--- config.mk ---
export PLATFORM = sky130hd
export DESIGN_NAME = mix_columns_seq
export DESIGN_NICKNAME = d
export VERILOG_FILES = /design/src/rtl/mix_columns_seq_pkg.sv /design/src/rtl/mix_column_word.sv /design/src/rtl/mix_columns_seq.sv
export SDC_FILE = /design/constraint.sdc
export NUM_CORES = 1
export LEC_CHECK = 0
export BUFFER_PORTS_ARGS = -buffer_cell sky130_fd_sc_hd__buf_4
export CAP_MARGIN = 20
export CORE_ASPECT_RATIO = 1.5
export CORE_MARGIN = 8
export CORE_UTILIZATION = 29
export CTS_CLUSTER_SIZE = 24
export DETAILED_ROUTE_END_ITERATION = 8
export PLACE_DENSITY_LB_ADDON = 0.15
export SLEW_MARGIN = 20
export SYNTH_ARGS = -nofsm -noshare
export SYNTH_HDL_FRONTEND = slang
export SYNTH_SLANG_ARGS = --single-unit
--- constraint.sdc ---
create_clock -name clk -period 3 [get_ports clk]
set_input_delay 0.6 -clock clk [delete_from_list [all_inputs] [get_ports clk]]
set_output_delay 0.6 -clock clk [all_outputs]
set_load 0.03 [all_outputs]
--- src/rtl/mix_columns_seq_pkg.sv ---
// rtl/mix_columns_seq_pkg.sv - shared constants, FSM encoding and GF(2^8) xtime for mix_columns_seq
package mix_columns_seq_pkg;

  localparam logic [7:0] AES_POLY = 8'h1B;
  localparam int         COL_W    = 32;

  typedef enum logic [1:0] {
    IDLE = 2'd0,
    BUSY = 2'd1,
    DONE = 2'd2
  } state_t;

  // Multiply by x in GF(2^8) modulo x^8+x^4+x^3+x+1
  function automatic logic [7:0] xtime(input logic [7:0] x);
    return {x[6:0], 1'b0} ^ (x[7] ? AES_POLY : 8'h00);
  endfunction

endpackage

--- src/rtl/mix_column_word.sv ---
// rtl/mix_column_word.sv - combinational single-column MixColumns (inverse mode under MIX_COLUMNS_INV_EN)
module mix_column_word
  import mix_columns_seq_pkg::*;
(
  input  logic [COL_W-1:0] col_in,
`ifdef MIX_COLUMNS_INV_EN
  input  logic             inv,
`endif
  output logic [COL_W-1:0] col_out
);

  logic [7:0] a  [4];
  logic [7:0] x2 [4];
`ifdef MIX_COLUMNS_INV_EN
  logic [7:0] x4 [4];
  logic [7:0] x8 [4];
  logic [7:0] m9 [4];
  logic [7:0] mb [4];
  logic [7:0] md [4];
  logic [7:0] me [4];
`endif

  // Per-byte products, then the circulant row sums
  always_comb begin
    for (int i = 0; i < 4; i++) begin
      a[i]  = col_in[8*i +: 8];
      x2[i] = xtime(a[i]);
    end
    col_out[7:0]   = x2[0] ^ x2[1] ^ a[1] ^ a[2] ^ a[3];
    col_out[15:8]  = a[0] ^ x2[1] ^ x2[2] ^ a[2] ^ a[3];
    col_out[23:16] = a[0] ^ a[1] ^ x2[2] ^ x2[3] ^ a[3];
    col_out[31:24] = x2[0] ^ a[0] ^ a[1] ^ a[2] ^ x2[3];
`ifdef MIX_COLUMNS_INV_EN
    for (int i = 0; i < 4; i++) begin
      x4[i] = xtime(x2[i]);
      x8[i] = xtime(x4[i]);
      m9[i] = x8[i] ^ a[i];
      mb[i] = x8[i] ^ x2[i] ^ a[i];
      md[i] = x8[i] ^ x4[i] ^ a[i];
      me[i] = x8[i] ^ x4[i] ^ x2[i];
    end
    if (inv) begin
      col_out[7:0]   = me[0] ^ mb[1] ^ md[2] ^ m9[3];
      col_out[15:8]  = m9[0] ^ me[1] ^ mb[2] ^ md[3];
      col_out[23:16] = md[0] ^ m9[1] ^ me[2] ^ mb[3];
      col_out[31:24] = mb[0] ^ md[1] ^ m9[2] ^ me[3];
    end
`endif
  end

endmodule

--- src/rtl/mix_columns_seq.sv ---
// rtl/mix_columns_seq.sv - sequential one-column-per-cycle MixColumns engine (inverse mode under MIX_COLUMNS_INV_EN)
module mix_columns_seq
  import mix_columns_seq_pkg::*;
#(
  parameter int NUM_COLS = 4
) (
  input  logic                      clk,
  input  logic                      rst_n,
  input  logic                      in_valid,
  output logic                      in_ready,
  input  logic [NUM_COLS*COL_W-1:0] data_in,
  output logic                      out_valid,
  input  logic                      out_ready,
  output logic [NUM_COLS*COL_W-1:0] data_out
`ifdef MIX_COLUMNS_INV_EN
  ,
  input  logic                      inv
`endif
);

  localparam int CNT_W = $clog2(NUM_COLS);
  localparam logic [CNT_W-1:0] LAST_COL = CNT_W'(NUM_COLS - 1);

  state_t                    state, state_nxt;
  logic [CNT_W-1:0]          cnt;
  logic [NUM_COLS*COL_W-1:0] work;
  logic [NUM_COLS*COL_W-1:0] result;
  logic [COL_W-1:0]          col_mixed;
  logic                      load, mix_en;
`ifdef MIX_COLUMNS_INV_EN
  logic                      inv_q;
`endif

  assign data_out = result;

  // Single shared column mixer, fed the column selected by the counter
  mix_column_word u_mix (
    .col_in  (work[cnt*COL_W +: COL_W]),
`ifdef MIX_COLUMNS_INV_EN
    .inv     (inv_q),
`endif
    .col_out (col_mixed)
  );

  // State register
  always_ff @(posedge clk) begin
    if (!rst_n) state <= IDLE;
    else        state <= state_nxt;
  end

  // Next-state and handshake outputs
  always_comb begin
    state_nxt = state;
    in_ready  = 1'b0;
    out_valid = 1'b0;
    load      = 1'b0;
    mix_en    = 1'b0;
    case (state)
      IDLE: begin
        in_ready = 1'b1;
        if (in_valid) begin
          load      = 1'b1;
          state_nxt = BUSY;
        end
      end
      BUSY: begin
        mix_en = 1'b1;
        if (cnt == LAST_COL) state_nxt = DONE;
      end
      DONE: begin
        out_valid = 1'b1;
        if (out_ready) state_nxt = IDLE;
      end
      default: state_nxt = IDLE;
    endcase
  end

  // Working copy, column counter and result slots; counter wraps to 0 on the last column
  always_ff @(posedge clk) begin
    if (!rst_n) begin
      work   <= '0;
      result <= '0;
      cnt    <= '0;
`ifdef MIX_COLUMNS_INV_EN
      inv_q  <= 1'b0;
`endif
    end else if (load) begin
      work  <= data_in;
      cnt   <= '0;
`ifdef MIX_COLUMNS_INV_EN
      inv_q <= inv;
`endif
    end else if (mix_en) begin
      result[cnt*COL_W +: COL_W] <= col_mixed;
      cnt                        <= cnt + 1'b1;
    end
  end

endmodule

Word level (Yosys, flattened, before mapping)
Index checks and enable logic that the tools add are counted. Widths: inputs -> output; s select.

Flip-flop bits (word level): 260. Input port bits: 132. Output and inout port bits: 130.

$add $sub $neg: 2. Equality and inequality tests: 6. Shifts and indexed selects: 3. Mux-type cells: 14. Bitwise operators: 22. Reduce and logical (&&, ||, !) cells: 4.

Operator list (number): $xor 8x8->8 (20); $bwmux 128 (1); $shift 32x34->128 const A (1); $shiftx 128x8->32 (1); $shiftx 32x34->128 (1); $neg 7->34 (1); $mux 5 (4); $mux 2 (3); $ne 2x2->1 const B (3); $pmux 2 s3 (1); $mux 1 (5); $eq 2x2->1 const B (2); $reduce_and 3->1 (1); $add 2x1->2 const B (1); $eq 2x1->1 const B (1); $logic_not 2->1 (1); $not 1->1 (2); $reduce_and 2->1 (1); $reduce_or 2->1 (1).

Longest topological paths before layout
Depth after elaboration: 9. Mapped depth: 10.

By module
A second synthesis with hierarchy kept.

Cells, all modules: 1045. Area, all modules: 11224.5 µm².

By module, submodules not included: mix_columns_seq (times used 1, cells each 964, area an instance 9923.3 µm²); mix_column_word (times used 1, cells each 81, area an instance 1301.2 µm²).

Worst setup path before layout
No wires, ideal clock.

Path kind: register to register. Start: register cnt[0]. End: register result[16], in the netlist data_out[16]. Arrival: 2382 ps. Data required time: 2925 ps. Setup slack: 543 ps. Stages on the path, launching flop included: 10. Buffers on the path: 5. Period minus slack after synthesis: 2457 ps. Cell sequence: dfxtp_1 > buf_6 > buf_12 > buf_2 > inv_1 > ha_1 > or4_1 > buf_1 > clkbuf_1 > o21ai_0.

Cells in the longest elaborated chain, start to end: 9. Elaborated cells on any way between the ends: 29. Those cells by class: 1 x add/sub; 3 x shift; 5 x mux; 20 x bitwise.

Ends and longest elaborated chain: start: declaration (line mix_columns_seq.sv:25) `logic [CNT_W-1:0] cnt;`; start signal: assignment (line mix_columns_seq.sv:95) `cnt <= cnt + 1'b1;`; $shiftx 128x8->32 (line mix_columns_seq.sv:38) `.col_in (work[cnt*COL_W +: COL_W]),`; $mux 5 (line mix_columns_seq_pkg.sv:15) `return {x[6:0], 1'b0} ^ (x[7] ? AES_POLY : 8'h00);`; $xor 8x8->8 (line mix_columns_seq_pkg.sv:15); $xor 8x8->8 (on tied branches) (4 in a row) (line mix_column_word.sv:29, mix_column_word.sv:30, mix_column_word.sv:32); $shiftx 32x34->128 (line mix_columns_seq.sv:94) `result[cnt*COL_W +: COL_W] <= col_mixed;`; $bwmux 128 * (line mix_columns_seq.sv:94); end signal: indexed assignment (line mix_columns_seq.sv:94); end: declaration (line mix_columns_seq.sv:27) `logic [NUM_COLS*COL_W-1:0] result;`.

Every way passes the cells marked *; elsewhere a longest branch is shown, timed or not. A chain may end at the register's enable or synchronous reset.

Worst setup path after layout
Start: register cnt[0]. End: register result[28], in the netlist data_out[28].

The elaborated chain is that of the path after synthesis.

==> impl_metrics.env <==
export IMPL_fin_tns_setup_ps=0
export IMPL_fin_worst_skew_ps=21.0
export IMPL_p_sw_frac=0.282
export IMPL_yosysMostFrequentCell="nand2_1"
export IMPL_ios=262
export IMPL_max_stage_delay_ps=640
export IMPL_layout_min_cycle_time_ps=2750
export IMPL_final_antenna_net_count=0
export IMPL_wirelength_um=36400
export IMPL_cts_resized=0
export IMPL_post_cts_setup_buffer_count=0
export IMPL_syn_area_per_cell_um2=10.2
export IMPL_antenna_found_initial=0
export IMPL_drt_pass1_iter_count=4
export IMPL_initial_utilization=0.293
export IMPL_power_density_nw_per_um2=609
export IMPL_syn_area_um2=11000
export IMPL_p_leak_nw=5.99
export IMPL_synth_area_leaders="dfxtp_1 47%, nand2_1 11%, a21boi_0 8.8%"
export IMPL_cp_slowest_cell="dfxtp_2"
export IMPL_clk_pin_slew_worst_paths_ps=70
export IMPL_fmax_ghz=0.364
export IMPL_arrival_ps=3220
export IMPL_cts_hold_buf=0
export IMPL_worst_ir_drop_vdd_mv=0.394
export IMPL_cts_buffers_inserted=26
export IMPL_hpwlAfterDp_um=27700
export IMPL_cts_sinks=260
export IMPL_grt_usage=0.159
export IMPL_cpLargestDelayFamily="XOR/XNOR gates"
export IMPL_num_rows=87
export IMPL_ys_seq_area_frac=0.474
export IMPL_overflow=0
export IMPL_endpoint_kind="flop"
export IMPL_fp_dieArea_um2=44500
export IMPL_relSlewSlack=0.437
export IMPL_via_count=8335
export IMPL_yosys_warnings=0
export IMPL_area_delta_synth_final_pct=30.7
export IMPL_maxCapViolCount=0
export IMPL_p_int_mw=6.29
export IMPL_clk_latency_ps=550
export IMPL_path_buf_inv=1
export IMPL_syn_num_nets=1212
export IMPL_hold_viol_final=0
export IMPL_antenna_cells=0
export IMPL_path_class="flop to flop"
export IMPL_crit_fanout=13
export IMPL_synth_area_leader_cell="dfxtp_1"
export IMPL_grt_max_degree=132
export IMPL_synth_distinct_cells=35
export IMPL_hold_path_class="primary input to flop"
export IMPL_ys_async_sr_fraction=0
export IMPL_cts_root_buf="clkbuf_16"
export IMPL_syn_inst=1074
export IMPL_drc=0
export IMPL_maxSlewViolCount=0
export IMPL_status="finished, final reports clean"
export IMPL_synth_edf_count=0
export IMPL_comb_power_share=0.197
export IMPL_grt_pass1_wl_um=54600
export IMPL_coreArea_um2=37400
export IMPL_required_ps=3480
export IMPL_synth_top_area_frac=0.474
export IMPL_cts_tree="built"
export IMPL_worst_slew_pin_slew_ps=844
export IMPL_grt_pass1_vias=8752
export IMPL_htree_levels=1
export IMPL_ys_seq_elements=260
export IMPL_path_cells="buf_4 -> mux4_2 -> xnor2_1 -> xnor3_1 -> o21ai_1"
export IMPL_drive_gt1_frac=0.291
export IMPL_power_frac_seq=0.423
export IMPL_ys_top_cells_by_count="335 x nand2_1, 260 x dfxtp_1, 129 x a21boi_0"
export IMPL_min_period_over_period=0.916
export IMPL_stdcell_area_um2=14400
export IMPL_post_drt_wl_per_cell_um=20.0
export IMPL_startpoint_type="flop"
export IMPL_viasPerCell=4.57
export IMPL_rsz0062_at_grt="false"
export IMPL_finalNetCount=1451
export IMPL_die_height_um=254
export IMPL_place_congestion=0.771
export IMPL_p_sw_mw=2.47
export IMPL_ys_flop_type="dfxtp_1"
export IMPL_clock_path_buffers=3
export IMPL_die_w_um=175
export IMPL_setup_viol=0
export IMPL_clockPowerShare=0.379
export IMPL_place_area_um2=13500
export IMPL_portBuffers=261
export IMPL_drt_iter0_drc=400
## worst paths after layout
check / cells after the start / end / startpoint / slack, ps
setup / recovery: 5 / data_out[28] / cnt[0] / 250
hold / removal: 3 / work[114] / data_in[114] / 310
setup reg to reg: 5 / data_out[28] / cnt[0] / 250
hold reg to reg: 2 / data_out[127] / data_out[127] / 450
## cell families after synthesis
group                    Yosys count  share of synthesized area
AO/OA/AOI/OAI                    263                      0.168
buffers and inverters             81                     0.0331
flip-flops                       260                      0.474
adder cells (fa/ha/maj)            6                    0.00683
XOR/XNOR                          78                      0.127
multiplexers                      32                     0.0656
AND/OR/NAND/NOR                  354                      0.125
## per-stage QoR
step / total power [mW] / utilization / hold WS, ps / worst slack [ps] / std cells
global placement: 5.52 / 0.360 / 438 / 255 / 1774
floorplan: 4.87 / - / 440 / 543 / 1074
global route: 9.13 / 0.384 / 306 / 54.7 / 1822
detailed placement: 5.53 / 0.360 / 443 / 196 / 1774
CTS: 8.89 / 0.384 / 282 / 187 / 1822
finish: 8.75 / 0.384 / 309 / 253 / 1822
## routing by layer
metal	vias up	wire length, µm	global-route usage
met5	-	0	0
met1	3913	15100	0.187
met3	51	1720	0.0283
met2	219	18700	0.288
met4	0	946	0.0503
li1	4152	-	-
## cell type report
cell class / count / area, µm²
Sequential cell: 260 / 5210
Clock inverter: 12 / 95.1
Clock buffer: 36 / 779
Inverter: 3 / 11.3
Multi-Input combinational cell: 733 / 5450
Timing Repair Buffer: 289 / 2210
Tap cell: 489 / 612
Fill cell: 3857 / 23100
## worst register-to-register path: cells and delay by family (launching register included)
kind            cells  cell delay, ps
mux                 1             630
buf+inv             1             320
flops               1             640
compound gates      1             160
xor+xnor            2             940
## layout by cell type, fill, tap and decap left out, drive strengths merged, types with 10 or more instances in the layout
| cell | count |
|---|---|
| nand2 | 335 |
| buf | 289 |
| dfxtp | 260 |
| a21boi | 133 |
| o21ai | 76 |
| a22o | 52 |
| clkbuf | 36 |
| xnor3 | 34 |
| mux4 | 32 |
| xnor2 | 25 |
| xor2 | 10 |
## state kept, by name, indices dropped and copies added, names as in the netlist
register,cells
data_out,128
work,128
cnt,2
state,2
## power by group through the flow
stage	Clock, mW	Sequential, mW	Combinational (mW)
floorplan	0	3.84	1.03
global placement	0	3.79	1.74
detailed placement	0	3.79	1.75
CTS	3.43	3.71	1.76
global route	3.55	3.72	1.85
finish	3.32	3.71	1.73
No activity file was read; power rests on OpenSTA's default activity.
